[src/rtl/syn_pkg.sv]
// Shared timing constants and stamp layout used by the event stamper and
// its storage FIFO.
package syn_pkg;

  localparam int SEC_W   = 32;
  localparam int NS_W    = 32;
  localparam int STAMP_W = SEC_W + NS_W;
  localparam int CNT_W   = 7;
  localparam int OVF_W   = 16;

  localparam logic [NS_W-1:0] NS_PER_SEC = 32'd1_000_000_000;

  // Seconds occupy the upper word so the packed value reads {sec, ns}.
  typedef struct packed {
    logic [SEC_W-1:0] sec;
    logic [NS_W-1:0]  ns;
  } stamp_t;

endpackage

[src/rtl/evt_fifo.sv]
// Synchronous first-word-fall-through FIFO holding event stamps.
// When empty, rd_data keeps showing the most recently popped entry.
module evt_fifo
  import syn_pkg::*;
#(
  parameter int DEPTH = 8
) (
  input  logic             clk_sys,
  input  logic             rst,
  input  logic             wr_en,
  input  stamp_t           wr_data,
  input  logic             rd_en,
  output stamp_t           rd_data,
  output logic             empty,
  output logic             full,
  output logic [CNT_W-1:0] count
);

  localparam int AW = (DEPTH > 1) ? $clog2(DEPTH) : 1;

  stamp_t           mem [DEPTH];
  logic [AW-1:0]    wr_ptr;
  logic [AW-1:0]    rd_ptr;
  logic [CNT_W-1:0] cnt;
  stamp_t           last_q;
  logic             do_push;
  logic             do_pop;

  assign empty   = (cnt == '0);
  assign full    = (cnt == CNT_W'(DEPTH));
  // A pop frees a slot in the same cycle, so a full FIFO still accepts a push.
  assign do_pop  = rd_en && !empty;
  assign do_push = wr_en && (!full || do_pop);
  assign rd_data = empty ? last_q : mem[rd_ptr];
  assign count   = cnt;

  // Storage array write; contents carry no reset.
  always_ff @(posedge clk_sys) begin
    if (do_push && !rst) begin
      mem[wr_ptr] <= wr_data;
    end
  end

  // Pointer, occupancy and held-output bookkeeping.
  always_ff @(posedge clk_sys) begin
    if (rst) begin
      wr_ptr <= '0;
      rd_ptr <= '0;
      cnt    <= '0;
      last_q <= '0;
    end else begin
      if (do_push) begin
        wr_ptr <= wr_ptr + 1'b1;
      end
      if (do_pop) begin
        rd_ptr <= rd_ptr + 1'b1;
        last_q <= mem[rd_ptr];
      end
      case ({do_push, do_pop})
        2'b10:   cnt <= cnt + 1'b1;
        2'b01:   cnt <= cnt - 1'b1;
        default: cnt <= cnt;
      endcase
    end
  end

endmodule

[src/rtl/evt_stamp.sv]
// Event time stamper: synchronises an external event, detects its rising
// edge, stamps it with latency-compensated UTC time and queues the stamp.
// Optional glitch filter enabled by defining EVT_STAMP_FILT_EN.
module evt_stamp
  import syn_pkg::*;
#(
  parameter int DEPTH    = 8,
  parameter int LAT_NS   = 30,
  parameter int FILT_CYC = 4
) (
  input  logic               clk_sys,
  input  logic               rst,
  input  logic               evt_in,
  input  logic               en,
  input  logic [SEC_W-1:0]   utc_sec,
  input  logic [NS_W-1:0]    now_ns,
  input  logic               rd_en,
  output logic [STAMP_W-1:0] rd_data,
  output logic               empty,
  output logic [CNT_W-1:0]   count,
  output logic [OVF_W-1:0]   ovf_cnt
);

  // Subtract the fixed input latency, borrowing a second when needed.
  function automatic stamp_t compensate(input logic [SEC_W-1:0] sec,
                                        input logic [NS_W-1:0]  ns);
    stamp_t s;
    if (ns >= NS_W'(LAT_NS)) begin
      s.sec = sec;
      s.ns  = ns - NS_W'(LAT_NS);
    end else begin
      s.sec = sec - 1'b1;
      s.ns  = ns + NS_PER_SEC - NS_W'(LAT_NS);
    end
    return s;
  endfunction

  // Saturating increment for the drop counter.
  function automatic logic [OVF_W-1:0] sat_inc(input logic [OVF_W-1:0] v);
    return (&v) ? v : v + 1'b1;
  endfunction

  logic       meta_p0;
  logic       lvl_p1;
  logic [1:0] warm;
  logic       edge_p0;
  stamp_t     stamp_p1;
  logic       vld_p1;
  stamp_t     head;
  logic       fifo_full;
  logic       drop;

  // Two-flop synchroniser; warm counts cycles since reset so that levels
  // cleared by reset are never mistaken for real samples.
  always_ff @(posedge clk_sys) begin
    if (rst) begin
      meta_p0 <= 1'b0;
      lvl_p1  <= 1'b0;
      warm    <= '0;
    end else begin
      meta_p0 <= evt_in;
      lvl_p1  <= meta_p0;
      if (warm != 2'd3) begin
        warm <= warm + 1'b1;
      end
    end
  end

`ifdef EVT_STAMP_FILT_EN
  localparam int FW = $clog2(FILT_CYC + 1);

  logic [FW-1:0] hi_run;
  logic [FW-1:0] lo_run;
  logic          lo_ok;

  // Run-length tracking of the synchronised level; lo_ok remembers whether
  // the low run preceding the current high run was long enough.
  always_ff @(posedge clk_sys) begin
    if (rst) begin
      hi_run <= '0;
      lo_run <= '0;
      lo_ok  <= 1'b0;
    end else if (warm >= 2'd2) begin
      if (lvl_p1) begin
        lo_run <= '0;
        if (hi_run != FW'(FILT_CYC)) begin
          hi_run <= hi_run + 1'b1;
        end
      end else begin
        hi_run <= '0;
        if (lo_run != FW'(FILT_CYC)) begin
          lo_run <= lo_run + 1'b1;
        end
        lo_ok <= (lo_run >= FW'(FILT_CYC - 1));
      end
    end
  end

  // Accept exactly in the cycle the high run reaches FILT_CYC.
  assign edge_p0 = en && (warm >= 2'd2) && lvl_p1 && lo_ok &&
                   (hi_run == FW'(FILT_CYC - 1));
`else
  logic lvl_p2;

  // Previous synchronised level for plain edge detection.
  always_ff @(posedge clk_sys) begin
    if (rst) begin
      lvl_p2 <= 1'b0;
    end else begin
      lvl_p2 <= lvl_p1;
    end
  end

  assign edge_p0 = en && (warm == 2'd3) && lvl_p1 && !lvl_p2;
`endif

  // ---- stage p0 -> p1: capture the compensated stamp ----
  always_ff @(posedge clk_sys) begin
    if (edge_p0) begin
      stamp_p1 <= compensate(utc_sec, now_ns);
    end
  end

  // Valid flag for the captured stamp; reset discards an in-flight stamp.
  always_ff @(posedge clk_sys) begin
    if (rst) begin
      vld_p1 <= 1'b0;
    end else begin
      vld_p1 <= edge_p0;
    end
  end

  // ---- stage p1: push into storage ----
  evt_fifo #(
    .DEPTH (DEPTH)
  ) u_fifo (
    .clk_sys (clk_sys),
    .rst     (rst),
    .wr_en   (vld_p1),
    .wr_data (stamp_p1),
    .rd_en   (rd_en),
    .rd_data (head),
    .empty   (empty),
    .full    (fifo_full),
    .count   (count)
  );

  assign rd_data = head;
  // A full FIFO only loses the stamp when no pop makes room this cycle.
  assign drop    = vld_p1 && fifo_full && !rd_en;

  // Dropped-stamp counter.
  always_ff @(posedge clk_sys) begin
    if (rst) begin
      ovf_cnt <= '0;
    end else if (drop) begin
      ovf_cnt <= sat_inc(ovf_cnt);
    end
  end

endmodule

[config.mk]
export PLATFORM = sky130hd
export DESIGN_NAME = evt_stamp
export DESIGN_NICKNAME = d
export VERILOG_FILES = /design/src/rtl/syn_pkg.sv /design/src/rtl/evt_fifo.sv /design/src/rtl/evt_stamp.sv
export SDC_FILE = /design/constraint.sdc
export NUM_CORES = 1
export LEC_CHECK = 0
export ABC_AREA = 1
export BUFFER_PORTS_ARGS = -buffer_cell sky130_fd_sc_hd__clkbuf_2
export CELL_PAD_IN_SITES_DETAIL_PLACEMENT = 0
export CELL_PAD_IN_SITES_GLOBAL_PLACEMENT = 1
export CORE_ASPECT_RATIO = 1.5
export CORE_MARGIN = 4
export CORE_UTILIZATION = 45
export DETAILED_ROUTE_END_ITERATION = 7
export MAX_ROUTING_LAYER = met4
export PLACE_DENSITY = 0.8
export SLEW_MARGIN = 25
export SYNTH_ARGS = -nofsm -noshare
export SYNTH_HDL_FRONTEND = slang
export SYNTH_SLANG_ARGS = --single-unit
[constraint.sdc]
create_clock -name clk_sys -period 6.05 [get_ports clk_sys]
set_input_delay 0.605 -clock clk_sys [delete_from_list [all_inputs] [get_ports clk_sys]]
set_output_delay 0.605 -clock clk_sys [all_outputs]
set_load 0.005 [all_outputs]
=== After elaboration in Yosys (flattened, before gate mapping) ===
Memories as Yosys holds them, arrays and structs flattened. A register that Yosys moved wholly into a read port is not among the register bits.
Cells that the tools add are included.

* Memory bits (writable): 512
* Bits of input ports: 69
* Output and inout port bits: 88
* Register bits after elaboration: 163
* Memories: 1
* Memory bits (read-only): 0
* Latch bits: 0
* Word-level logic and storage cells: 56

{| class="wikitable"
|+ Memories
! memory !! depth !! bits a word !! read ports !! clocked after Yosys merged registers in !! write ports !! line !! text
|-
| u_fifo.mem || 8 || 64 || 1 || 1 || 1 || evt_fifo.sv:21 || <nowiki>stamp_t mem [DEPTH];</nowiki>
|}

* Shift-type cells: 0
* Bitwise logic cells: 1
* Reduce and logical (&&, ||, !) cells: 18
* Add/sub/neg operators: 10
* Multiplexer cells: 7
* Multiply operators: 0
* $lt $le $gt $ge: 1
* Equal/unequal tests: 5
* Div/mod/pow operators: 0

{| class="wikitable"
|+ Operators by type and width
! kind !! number
|-
| two-way mux 64 bit || 2
|-
| subtractor 32 x 5 -> 32 bit (second input constant) || 2
|-
| adder 32 x 30 -> 32 bit (second input constant) || 1
|-
| greater-or-equal comparator 32 x 5 -> 1 bit (second input constant) || 1
|-
| subtractor 32 x 1 -> 32 bit (second input constant) || 1
|-
| adder 16 x 1 -> 16 bit (second input constant) || 1
|-
| AND reduction 16 bit || 1
|-
| case mux 7 bit (2 select lines) || 1
|-
| logical AND 1 bit || 8
|-
| adder 7 x 1 -> 7 bit (second input constant) || 1
|-
| == test 7 x 4 -> 1 bit (second input constant) || 1
|-
| logical NOT 7 bit || 1
|-
| subtractor 7 x 1 -> 7 bit (second input constant) || 1
|-
| adder 3 x 1 -> 3 bit (second input constant) || 2
|-
| two-way mux 3 bit || 2
|-
| logical NOT 1 bit || 5
|-
| == test 2 bit (second input constant) || 2
|-
| adder 2 x 1 -> 2 bit (second input constant) || 1
|-
| == test 2 x 1 -> 1 bit (second input constant) || 1
|-
| two-way mux 1 bit || 2
|-
| != test 2 bit (second input constant) || 1
|-
| AND reduction 2 bit || 1
|-
| nonzero test 2 bit || 1
|-
| logical OR 1 bit || 1
|-
| inverter 1 bit || 1
|}

=== Depth between registers and ports, before layout ===
* Depth in word-level cells: 8
* Depth in mapped cells: 17

=== By module ===
Synthesis repeated with hierarchy kept, for this count alone.

* Cells, all modules: 2695
* Area total of the unflattened synthesis: 28632.5 um^2

{| class="wikitable"
|+ By module, submodules not included
! module !! area an instance (um^2) !! sequential area each (um^2) !! instances !! cells an instance
|-
| evt_fifo || 23269.8 || 16976.3 || 1 || 1940
|-
| evt_stamp || 5362.6 || 2362.3 || 1 || 755
|}

=== Worst setup path after synthesis ===
Ideal clock, no wire load.

* Path type: in2reg
* From: input port rd_en
* To: memory u_fifo.mem[6][0] (netlist name), enable pin
* Data required time: 5485 ps
* Buffers on the path: 1
* Arrival time: 5870 ps
* Library setup time: 565 ps
* Stages on the path: 7
* Slack: -385 ps
* Path through: buf_1 nand2_4 a21oi_2 inv_1 nor2_1 inv_1 nor3_1

* Longest elaborated chain between the ends: 6

{| class="wikitable"
|+ RTL lines
! element !! line !! text
|-
| start, declared || evt_stamp.sv:17 || <nowiki>input logic rd_en,</nowiki>
|-
| logical AND 1 bit || evt_fifo.sv:32 || <nowiki>assign do_pop = rd_en && !empty;</nowiki>
|-
| logical OR 1 bit || evt_fifo.sv:33 || <nowiki>assign do_push = wr_en && (!full || do_pop);</nowiki>
|-
| logical AND 1 bit || evt_fifo.sv:33 ||
|-
| logical AND 1 bit || evt_fifo.sv:39 || <nowiki>if (do_push && !rst) begin</nowiki>
|-
| two-way mux 1 bit || evt_fifo.sv:39 ||
|-
| two-way mux 1 bit (not written as such) || evt_fifo.sv:40 || <nowiki>mem[wr_ptr] <= wr_data;</nowiki>
|-
| end, declared || evt_fifo.sv:21 ||
|}

Every way passes these cells.

==> flow_metrics.tcl <==
set metrics [dict create \
    cts.sinks 678 \
    peakVddDrop_uv 213.0 \
    cts-buffers-inserted 59 \
    synth_top_area_share_pct 62.09 \
    async_flop_share_pct 0 \
    total_power_mw 11.14 \
    synth_ff_type "edfxtp_1" \
    final-hold-violation-count 0 \
    status "complete, no violations" \
    fin_skew_ps 33.05 \
    wirelength_um 65180 \
    grt_max_degree 181 \
    min_period_ps 4263 \
    synth.most_common_cell "edfxtp_1" \
    synth-edff-count 576 \
    grt_overflow_total 0 \
    synth_nets 2362 \
    post-route-period-util_pct 70.46 \
    fp.dieArea_mm2 0.06604 \
    cp_slowest_cell "inv_8" \
    ys_types 52 \
    cts_resized 0 \
    clkSlewWorstSetupHoldPaths_ps 70 \
    placed_area_mm2 0.02932 \
    io_pins 157 \
    final_nets 2472 \
    cp_num_buf_inv 3 \
    setup-violations-final 0 \
    fp.dieW_um 211.2 \
    final_layout_size_suffix_gt1_share_pct 13.99 \
    place_congestion 0.8579 \
    worst_setup_path_start_kind "flop" \
    rsz0062_at_grt "no" \
    min_path_type "input pin to flop" \
    grt_pass1_vias 17500 \
    drc_errors 0 \
    root_buffer "clkbuf_16" \
    synth-seq-cells 678 \
    firstDrtPassIters 5 \
    synth_seq_area_share_pct 69.42 \
    synth_common_cells "edfxtp_1 (576), nor2_1 (376), o21ai_0 (256)" \
    coreArea_mm2 0.06125 \
    track_usage_pct 19.57 \
    portBuffers 156 \
    postSynthCellCount 2286 \
    cts_tree "done" \
    ant_nets 0 \
    ctsHoldBuffers 0 \
    relSlewSlack_pct 32.16 \
    drt_iter0_drc 1486 \
    h-tree-depth 2 \
    cap_violations 0 \
    cp-end-kind "output pin" \
    fmax_mhz 234.6 \
    required_ps 5440 \
    path_delay_family "buffers and inverters" \
    cpMostUsedCell "o21ai_0" \
    worstPathMaxFanout 133 \
    critPathMaxStageDelay_ps 730 \
    synth_top_cell_by_area "edfxtp_1" \
    cts_setup_buffers 0 \
    tightestPinTransition_ps 1018 \
    clock_path_buffers 3 \
    yosys-top-cells-area "edfxtp_1 (62%), dfxtp_1 (7.3%), nor2_1 (5.1%)" \
    report.final.slew_viol_count 0 \
    rows 111 \
    p_per_area_mw_per_mm2 354.4 \
    die_h_um 312.7 \
    timing.hold.ws_ps 201.1 \
    via_per_inst 5.523 \
    cp.arrival_ps 3660 \
    synthesis.area_mm2 0.02786 \
    grt_pass1_wl_um 99190 \
    power_leakage_nw 10.51 \
    avgSynthCellArea_um2 12.19 \
    vias 17950 \
    start_util_pct 45.49 \
    path_cells "inv_8, buf_4, nor2_1, o32ai_1, o21ai_0, o21ai_0, clkbuf_2" \
    clock_latency_ps 620 \
    antenna_found_initial 13 \
    routedWlPerCell_um 20.05 \
    final_area_mm2 0.03142 \
    path_class "flop to output pin" \
    post-dp-hpwl_um 38540 \
    syn2layout_area_growth_pct 12.80 \
    yosysWarnings 0 \
]
-- flip-flops by register name, summed over array words and instances (netlist names), 2 cells and up, named ones only --
signal         cells
u_fifo.count       7
u_fifo.last_q     64
u_fifo.mem       512
u_fifo.rd_ptr      3
ovf_cnt           16
u_fifo.wr_ptr      3
warm               2
stamp_p1          64
-- path summary, 6_finish.rpt --
kind                            depth (start not counted)          endpoint             from  slack (ps)
worst max-delay path                                    7       rd_data[20]             flop        1790
worst min-delay path                                    1       stamp_p1[0]        now_ns[0]         200
worst max register to register                         11  u_fifo.mem[7][8]  u_fifo.count[2]        2600
worst min register to register                          2            lvl_p1          meta_p0         420
-- power breakdown --
group | total (mW) | internal, mW | switching (mW)
clock network | 3.90 | 2.21 | 1.70
logic | 1.93 | 0.669 | 1.26
registers | 5.31 | 5.15 | 0.163
-- kinds of logic after synthesis --
kind of cell / after synthesis / synth area share (%)
AO/OA/AOI/OAI: 569 / 12.05
AND/OR/NAND/NOR: 684 / 10.53
adder cells (fa/ha/maj): 7 / 0.3144
multiplexers: 64 / 2.299
flip-flops: 678 / 69.42
XOR/XNOR: 63 / 1.981
buffers and inverters: 221 / 3.413
-- through the flow --
stage / util, % / setup TNS, ps / instances / setup slack, ps
finish: 51.31 / 0 / 3251 / 1787
global route: 51.30 / 0 / 3249 / 1424
CTS: 51.23 / 0 / 3236 / 1539
detailed placement: 47.88 / 0 / 3126 / 2198
global placement: 47.81 / 0 / 3124 / 2208
floorplan: - / -98550 / 2286 / -385.1
-- routing by layer --
| metal | vias to the layer above | track usage (%) | wire length (um) |
|---|---|---|---|
| li1 | 8577 | - | - |
| met2 | 514 | 33.38 | 33100 |
| met1 | 8759 | 23.79 | 26250 |
| met5 | - | - | 0 |
| met3 | 104 | 3.324 | 3926 |
| met4 | 0 | 6.310 | 1901 |
-- cells in the final DEF, fill, tap and decap left out, types with 3 or more instances in the layout --
master / n
nor3_1: 11
nor3_2: 11
ha_1: 7
diode_2: 15
inv_6: 4
a21oi_1: 84
nand2_2: 3
o21ai_0: 256
inv_1: 76
clkinv_4: 6
nand2_1: 200
nor2_4: 7
clkinv_2: 11
clkbuf_1: 7
dfxtp_4: 3
xnor2_1: 24
edfxtp_1: 576
clkbuf_2: 156
bufinv_16: 7
nor4_1: 6
clkinvlp_4: 3
clkbuf_8: 5
o32ai_1: 64
inv_2: 7
o21ai_1: 92
buf_12: 3
o221ai_1: 64
nor2_2: 7
clkbuf_16: 60
nand2_4: 5
clkinv_1: 4
mux2i_1: 64
dfxtp_1: 99
nor2_1: 372
xor2_1: 39
buf_4: 22
nand4_1: 19
nand3_1: 27
-- area by class of cell --
| cell class | instances | area (um2) |
|---|---|---|
| well taps | 791 | 989.7 |
| inverters | 87 | 340.3 |
| flip-flops and latches | 678 | 19350 |
| diodes | 15 | 37.54 |
| repair buffers | 183 | 1028 |
| clock inverters | 38 | 456.7 |
| fillers | 5183 | 29820 |
| clock buffers | 72 | 1597 |
| multi-input cells | 1387 | 7625 |
Note: power is estimated with default switching activity, not from simulation.
